==> src/rtl/seg7_scan_decoder.sv <==
// Snapshots six active-low 7-segment patterns and presents each as a decoded hex digit over a valid/ready stream.
// Optional macro SEG7_DP_EN: store the DP bits and report a lit decimal point on digit_dp.
module seg7_scan_decoder (
    input  logic       CLOCK_50,
    input  logic       reset,
    input  logic [0:7] HEX0,
    input  logic [0:7] HEX1,
    input  logic [0:7] HEX2,
    input  logic [0:7] HEX3,
    input  logic [0:7] HEX4,
    input  logic [0:7] HEX5,
    input  logic       start,
    output logic       busy,
    output logic       digit_valid,
    input  logic       digit_ready,
    output logic [2:0] digit_index,
    output logic [3:0] digit_value,
    output logic       digit_err,
    output logic       digit_dp,
    output logic       done
);
    typedef enum logic {IDLE, SCAN} state_t;

    state_t     state_q;
    logic       busy_q, valid_q, err_q, dp_q, done_q;
    logic [2:0] index_q;
    logic [3:0] value_q;

    logic [0:7] hex_raw [6];
    logic [6:0] hex_seg [6];
    logic [6:0] seg_q   [6];

    assign hex_raw[0] = HEX0;
    assign hex_raw[1] = HEX1;
    assign hex_raw[2] = HEX2;
    assign hex_raw[3] = HEX3;
    assign hex_raw[4] = HEX4;
    assign hex_raw[5] = HEX5;

    // Bit 1 of each HEX word is segment g, so the slice lands g..a in bits 6..0.
    for (genvar gi = 0; gi < 6; gi++) begin : g_seg
        assign hex_seg[gi] = hex_raw[gi][1:7];
    end

`ifdef SEG7_DP_EN
    logic hex_dp [6];
    logic dp_sh_q [6];
    for (genvar gi = 0; gi < 6; gi++) begin : g_dp
        assign hex_dp[gi] = hex_raw[gi][0];
    end
`else
    logic unused_dp;
    assign unused_dp = ^{hex_raw[0][0], hex_raw[1][0], hex_raw[2][0],
                         hex_raw[3][0], hex_raw[4][0], hex_raw[5][0]};
`endif

    // Returns {err, value}; unknown patterns decode to value 0 with err set.
    function automatic logic [4:0] decode(input logic [6:0] seg);
        case (seg)
            7'h40:   decode = 5'h00;
            7'h79:   decode = 5'h01;
            7'h24:   decode = 5'h02;
            7'h30:   decode = 5'h03;
            7'h19:   decode = 5'h04;
            7'h12:   decode = 5'h05;
            7'h02:   decode = 5'h06;
            7'h78:   decode = 5'h07;
            7'h00:   decode = 5'h08;
            7'h10:   decode = 5'h09;
            7'h08:   decode = 5'h0A;
            7'h03:   decode = 5'h0B;
            7'h46:   decode = 5'h0C;
            7'h21:   decode = 5'h0D;
            7'h06:   decode = 5'h0E;
            7'h0E:   decode = 5'h0F;
            default: decode = 5'h10;
        endcase
    endfunction

    logic [2:0] index_d;
    logic [2:0] sel_d;
    logic [4:0] dec_d;
    logic       dp_d;

    // In IDLE the first digit is decoded straight from the live inputs being captured.
    always_comb begin
        index_d = index_q + 3'd1;
        sel_d   = (index_d > 3'd5) ? 3'd5 : index_d;
        dec_d   = (state_q == IDLE) ? decode(hex_seg[0]) : decode(seg_q[sel_d]);
`ifdef SEG7_DP_EN
        dp_d    = (state_q == IDLE) ? ~hex_dp[0] : ~dp_sh_q[sel_d];
`else
        dp_d    = 1'b0;
`endif
    end

    always_ff @(posedge CLOCK_50) begin
        if (reset) begin
            state_q <= IDLE;
            busy_q  <= 1'b0;
            valid_q <= 1'b0;
            done_q  <= 1'b0;
            index_q <= 3'd0;
            value_q <= 4'd0;
            err_q   <= 1'b0;
            dp_q    <= 1'b0;
            for (int i = 0; i < 6; i++) begin
                seg_q[i] <= 7'h7F;
`ifdef SEG7_DP_EN
                dp_sh_q[i] <= 1'b1;
`endif
            end
        end else begin
            done_q <= 1'b0;
            case (state_q)
                IDLE: begin
                    if (start) begin
                        for (int i = 0; i < 6; i++) begin
                            seg_q[i] <= hex_seg[i];
`ifdef SEG7_DP_EN
                            dp_sh_q[i] <= hex_dp[i];
`endif
                        end
                        state_q <= SCAN;
                        busy_q  <= 1'b1;
                        valid_q <= 1'b1;
                        index_q <= 3'd0;
                        value_q <= dec_d[3:0];
                        err_q   <= dec_d[4];
                        dp_q    <= dp_d;
                    end
                end
                SCAN: begin
                    if (valid_q && digit_ready) begin
                        if (index_q == 3'd5) begin
                            state_q <= IDLE;
                            busy_q  <= 1'b0;
                            valid_q <= 1'b0;
                            done_q  <= 1'b1;
                            index_q <= 3'd0;
                            value_q <= 4'd0;
                            err_q   <= 1'b0;
                            dp_q    <= 1'b0;
                        end else begin
                            index_q <= index_d;
                            value_q <= dec_d[3:0];
                            err_q   <= dec_d[4];
                            dp_q    <= dp_d;
                        end
                    end
                end
                default: state_q <= IDLE;
            endcase
        end
    end

    assign busy        = busy_q;
    assign digit_valid = valid_q;
    assign digit_index = index_q;
    assign digit_value = value_q;
    assign digit_err   = err_q;
    assign digit_dp    = dp_q;
    assign done        = done_q;
endmodule

==> config.mk <==
export PLATFORM = sky130hd
export DESIGN_NAME = seg7_scan_decoder
export DESIGN_NICKNAME = d
export VERILOG_FILES = /design/src/rtl/seg7_scan_decoder.sv
export SDC_FILE = /design/constraint.sdc
export NUM_CORES = 1
export LEC_CHECK = 0
export ABC_AREA = 1
export BUFFER_PORTS_ARGS = -buffer_cell sky130_fd_sc_hd__buf_2
export CAP_MARGIN = 20
export CORE_MARGIN = 3
export CORE_UTILIZATION = 38
export CTS_CLUSTER_DIAMETER = 120
export DETAILED_ROUTE_END_ITERATION = 12
export GPL_ROUTABILITY_DRIVEN = 0
export PLACE_DENSITY_LB_ADDON = 0.2
export SLEW_MARGIN = 10
export SYNTH_ARGS = -nofsm -noshare
export SYNTH_HDL_FRONTEND = slang
export SYNTH_SLANG_ARGS = --single-unit
==> constraint.sdc <==
create_clock -name CLOCK_50 -period 3.25 [get_ports CLOCK_50]
set_clock_uncertainty 0.2 [all_clocks]
set_input_delay 0.65 -clock CLOCK_50 [delete_from_list [all_inputs] [get_ports CLOCK_50]]
set_output_delay 0.65 -clock CLOCK_50 [all_outputs]
set_load 0.05 [all_outputs]
After elaboration in Yosys (flattened, before gate mapping)
Memory sizes are Yosys's and may differ from the RTL's. Index checks and enable logic that the tools add are counted.

$add $sub $neg: 1. Multipliers: 0. Div/mod/pow operators: 0. Order comparisons: 1. Eq/ne operators: 34. Shifts and indexed selects: 0. Multiplexer cells: 39. Bitwise logic cells: 8. Reductions and logical operators: 6.

Operators by type and width (number): $pmux 5 s16 (2); $eq 7x7->1 const B (8); $eq 7x5->1 const B (6); $eq 7x6->1 const B (6); $mux 7 (6); $eq 7x2->1 const B (4); $eq 7x4->1 const B (4); $mux 1 (17); $eq 7x3->1 const B (2); $logic_not 7->1 (2); $mux 3 (4); $mux 4 (3); $pmux 1 s2 (4); $pmux 4 s2 (1); $or 1x1->1 (6); $pmux 3 s2 (1); $mux 5 (1); $ne 2x1->1 const B (2); $add 3x1->3 const B (1); $eq 3x3->1 const B (1); $gt 3x3->1 const B (1); $reduce_and 3->1 (1); $reduce_or 3->1 (1); $ne 2x2->1 const B (1); 3 further kinds (4).

Flip-flop bits (word level): 12. Bits in latches: 0. Bits in writable memories: 42. ROM bits: 0. Word-level logic and storage cells: 97. Memories kept: 1.

Memories: seg_q (words 6, bits a word 7, rd ports 1, clocked after memory_dff 0, wr ports 6, RTL line 31) `logic [6:0] seg_q [6];`.

Longest topological paths before layout
An unclocked memory read counts as a cell.

Word-level depth: 10. Gate-level depth with buffers: 21. Mapped depth without buffers: 19.

Worst setup path after synthesis
No wires, ideal clock.

Kind: register to register. From: reg index_q[0], in the netlist digit_index[0]. To: reg value_q[1], in the netlist digit_value[1]. Library setup time: 0.067 ns. Data arrival time: 2.871 ns. Data required time: 2.983 ns. Slack: 0.112 ns. Stages on the path, launching flop included: 21. Buffers on the path: 2. Period minus slack after synthesis: 3.138 ns. Cell sequence: dfxtp_1 -> clkbuf_8 -> inv_1 -> ha_1 -> inv_2 -> a21oi_4 -> nand2_4 -> nand2_4 -> buf_6 -> nand2_1 -> nand3_2 -> nand3_1 -> nand2_2 -> nand2_1 -> nor2_1 -> nand2_2 -> nand2_2 -> nor2_1 -> nand3_1 -> nand2_1 -> a21oi_2.

Word-level cells in the longest chain between the ends: 10. Elaborated cells between the ends (all ways): 27. Classes of those cells: add/sub: 1; order compare: 1; eq/ne: 16; mux: 7; reduce/logical: 1; memory: 1.

RTL lines: from (decl) (RTL line 26) `logic [2:0] index_q;`; from (signal assigned) (RTL line 145) `index_q <= index_d;`; $add 3x1->3 (RTL line 87) `index_d = index_q + 3'd1;`; $gt 3x3->1 (RTL line 88) `sel_d = (index_d > 3'd5) ? 3'd5 : index_d;`; $mux 3 (RTL line 88); $mem_v2 6x7; $eq 7x4->1 (tied with other cells) (RTL line 59) `case (seg)`; $pmux 5 s16 (RTL line 59); $mux 5 (RTL line 89) `dec_d = (state_q == IDLE) ? decode(hex_seg[0]) : decode(seg_q[sel_d]);`; $mux 4 (RTL line 135) `if (index_q == 3'd5) begin`; $mux 4 (RTL line 134) `if (valid_q && digit_ready) begin`; $pmux 4 s2 * (RTL line 115) `case (state_q)`; to (signal assigned) (RTL line 128) `value_q <= dec_d[3:0];`; to (signal assigned) (RTL line 146) `value_q <= dec_d[3:0];`; to (decl) (RTL line 27) `logic [3:0] value_q;`.

Mark *: on every way between the ends. The rest lies on a longest branch, timed or not. The select of a mux whose other input is x is not followed. A chain may end at the register's enable or synchronous reset.

Worst setup path after layout
From: reg index_q[0], in the netlist digit_index[0]. To: reg value_q[2], in the netlist digit_value[2].

The elaborated chain is that of the path after synthesis.

==> results.cfg <==
[run_status]
status = complete, no violations

[clocking]
clkLatencyLatePin_ns = 0.30
clkTransAtPathRegs_ns = 0.09
cts_tree = done
clock-sinks = 53
h-tree-depth = 2
cts_hold_buf = 0
cts_buffer_depth = 2
post_cts_buffers = 0
root_buffer = clkbuf_8
cts.repair.resized = 0
cts_made_buffers = 5

[placed_design]
place_inst = 553
dp_hpwl_microns = 5530
port_buffers = 56
place_area_sq_um = 3640

[global_routing]
grt_max_degree = 43
grt_overflow = 0
grt_pass1_vias = 2628
grt_pass1_wl_microns = 11700
grt_use_total_pct = 14.5
antenna_found_initial = 0

[routing]
dr.pass1.iters = 5
drcViolationCount = 0
num_vias = 2802
drtAntennaViolNets = 0
wirelength_microns = 7080
dr.first_iter.drc_count = 108
viasPerCell = 4.99
wl_per_cell_microns = 12.6

[timing]
maxSlewViolCount = 0
setup_tns_ns = 0
rsz0062_at_grt = no
layout_min_cycle_time_ns = 2.90
tightestPinTransition_ns = 0.725
maxSlewHeadroom_pct = 51.6
hold_viol = 0
max_freq_mhz = 344
setup_viol = 0
holdWs_ns = 0.315
min_period_over_period_pct = 89.3

[layout]
fin_area_sq_um = 3770
final_cells = 561
n_antenna_cell = 0
final_common_cell = nand2_1
drive_above_1_share_pct = 31.1
nNetsFinal = 510
area_delta_synth_final_pct = 13.0
layout_common_cells = nand2_1 (91), buf_2 (56), inv_1 (45)

[floorplanning]
die_area_sq_um = 9940
initial_core_util_pct = 39.8
core_area_sq_um = 8380
die_w_microns = 99.7
num_rows = 33
die_y_microns = 99.7
ios = 64

[synth]
yosys.cell_types.count = 35
syn-cell-area_sq_um = 3340
ys_ff_latch = 53
ys_seq_area_share_pct = 44.4
synth_edf_count = 42
ys_warn_count = 0
syn_nets = 457
synth.avg_cell_area_sq_um = 8.30
syn_inst = 402
synthArstFlopShare_pct = 0
yosys_most_used_dff = edfxtp_1

[worst_setup_path]
cp_top_family = simple AND/OR/NAND/NOR gates
rrSetupSlack_ns = 0.35
crit_fanout = 23
critPathCaptureType = flip-flop
critPathSlowestCell = ha_2
criticalPathCategory = reg -> reg
crit_arrival_ns = 2.94
cp-start-kind = flip-flop
critPathBufInv = 3
critPathRequiredTime_ns = 3.28
crit_chain = inv_1 > ha_2 > inv_2 > a21oi_4 > nand2_8 > nand2_8 > inv_1 > o21ai_0 > nand2_1 > nand2_2 > nand2_4 > nor2_2 > nand2_2 > nand2_2 > nor2_2 > nand2_1 > nand2_1 > a31oi_1
cpPeakStageDelay_ns = 0.44

[power_and_ir_drop]
sequentialPowerShare_pct = 50.2
p_int_uw = 1090
peakVddDrop_uv = 196
comb_power_share_pct = 21.5
p_per_area_nw_per_um2 = 412
clockPowerShare_pct = 28.2
leakage_uw = 0.00163
power_switching_uw = 459
switching_share_pct = 29.5

[hold_path]
hp-class = reg -> reg

[job]
drv_cap = 0
==> metal layers <==
| layer | wire (microns) | global-route usage, % |
|---|---|---|
| met2 | 3550 | 25.6 |
| met3 | 267 | 2.45 |
| met1 | 3190 | 18.7 |
| met4 | 70 | 3.15 |
| met5 | 0 | 0 |
==> stage by stage <==
stage               worst slack [ns]  total power [uW]  utilization, %
finish                         0.346              1550            45.0
global route                  0.0471              1630            45.0
CTS                            0.241              1560            44.7
detailed placement             0.272              1130            43.4
global placement               0.288              1120            43.4
floorplan                      0.112              1050               -
==> area by class of cell <==
cell class	instances	area (sq um)
clock buffers	5	68.8
clock inverters	3	41.3
fillers	887	4610
inverters	48	185
multi-input cells	289	1560
flip-flops and latches	53	1480
well taps	105	131
repair buffers	58	299
==> synthesized netlist by cell type (7+ instances only) <==
master / instances / area share, %
nand2_1: 91 / 10
inv_1: 45 / 5.1
edfxtp_1: 42 / 38
or2_2: 38 / 7.1
nand3_1: 35 / 5.2
nor2_1: 24 / 2.7
nand2_2: 16 / 3.0
o21ai_0: 16 / 2.4
dfxtp_1: 11 / 6.6
a21oi_1: 10 / 1.5
nor3_1: 9 / 1.3
nand4_1: 7 / 1.3
==> path summary, 6_finish.rpt <==
check | endpoint | depth (start not counted) | from
setup / recovery | digit_value[2] | 18 | digit_index[0]
hold / removal | digit_index[2] | 2 | digit_index[2]
setup reg to reg | digit_value[2] | 18 | digit_index[0]
hold reg to reg | digit_index[2] | 2 | digit_index[2]
==> power groups by stage <==
| stage | Combinational (uW) | Clock (uW) | Sequential, uW |
|---|---|---|---|
| 6_report | 335 | 438 | 780 |
| 3_5_place_dp | 330 | 0 | 796 |
| 2_1_floorplan | 221 | 0 | 829 |
| 4_1_cts | 331 | 448 | 781 |
| 3_3_place_gp | 325 | 0 | 796 |
| 5_1_grt | 375 | 472 | 784 |
==> state kept, by name, summed over array words and instances, names as in the netlist <==
name and count:
seg_q 42, digit_index 3, digit_valid 1, digit_err 1, digit_value 4, done 1
state_q 1
==> worst reg2reg max path, stage by stage (launching register included) <==
cell     delay (ns)
dfxtp_1        0.36
inv_1          0.11
ha_2           0.44
inv_2          0.06
a21oi_4        0.18
nand2_8        0.13
nand2_8        0.17
inv_1          0.13
o21ai_0        0.18
nand2_1        0.09
nand2_2        0.12
nand2_4        0.07
nor2_2         0.16
nand2_2        0.08
nand2_2        0.08
nor2_2         0.05
nand2_1        0.06
nand2_1        0.05
a31oi_1        0.13
==> cells by family (layout without fill, tap and decap cells) <==
family / after synthesis / in the layout / share of synthesized area, %
flops: 53 / 53 / 44.4
fa+ha+maj: 3 / 3 / 1.12
buf+inv: 60 / 114 / 9.34
compound gates: 46 / 46 / 8.81
other cells: 1 / 1 / 0.112
simple gates: 239 / 239 / 36.2
(Power assumes the default switching activity.)
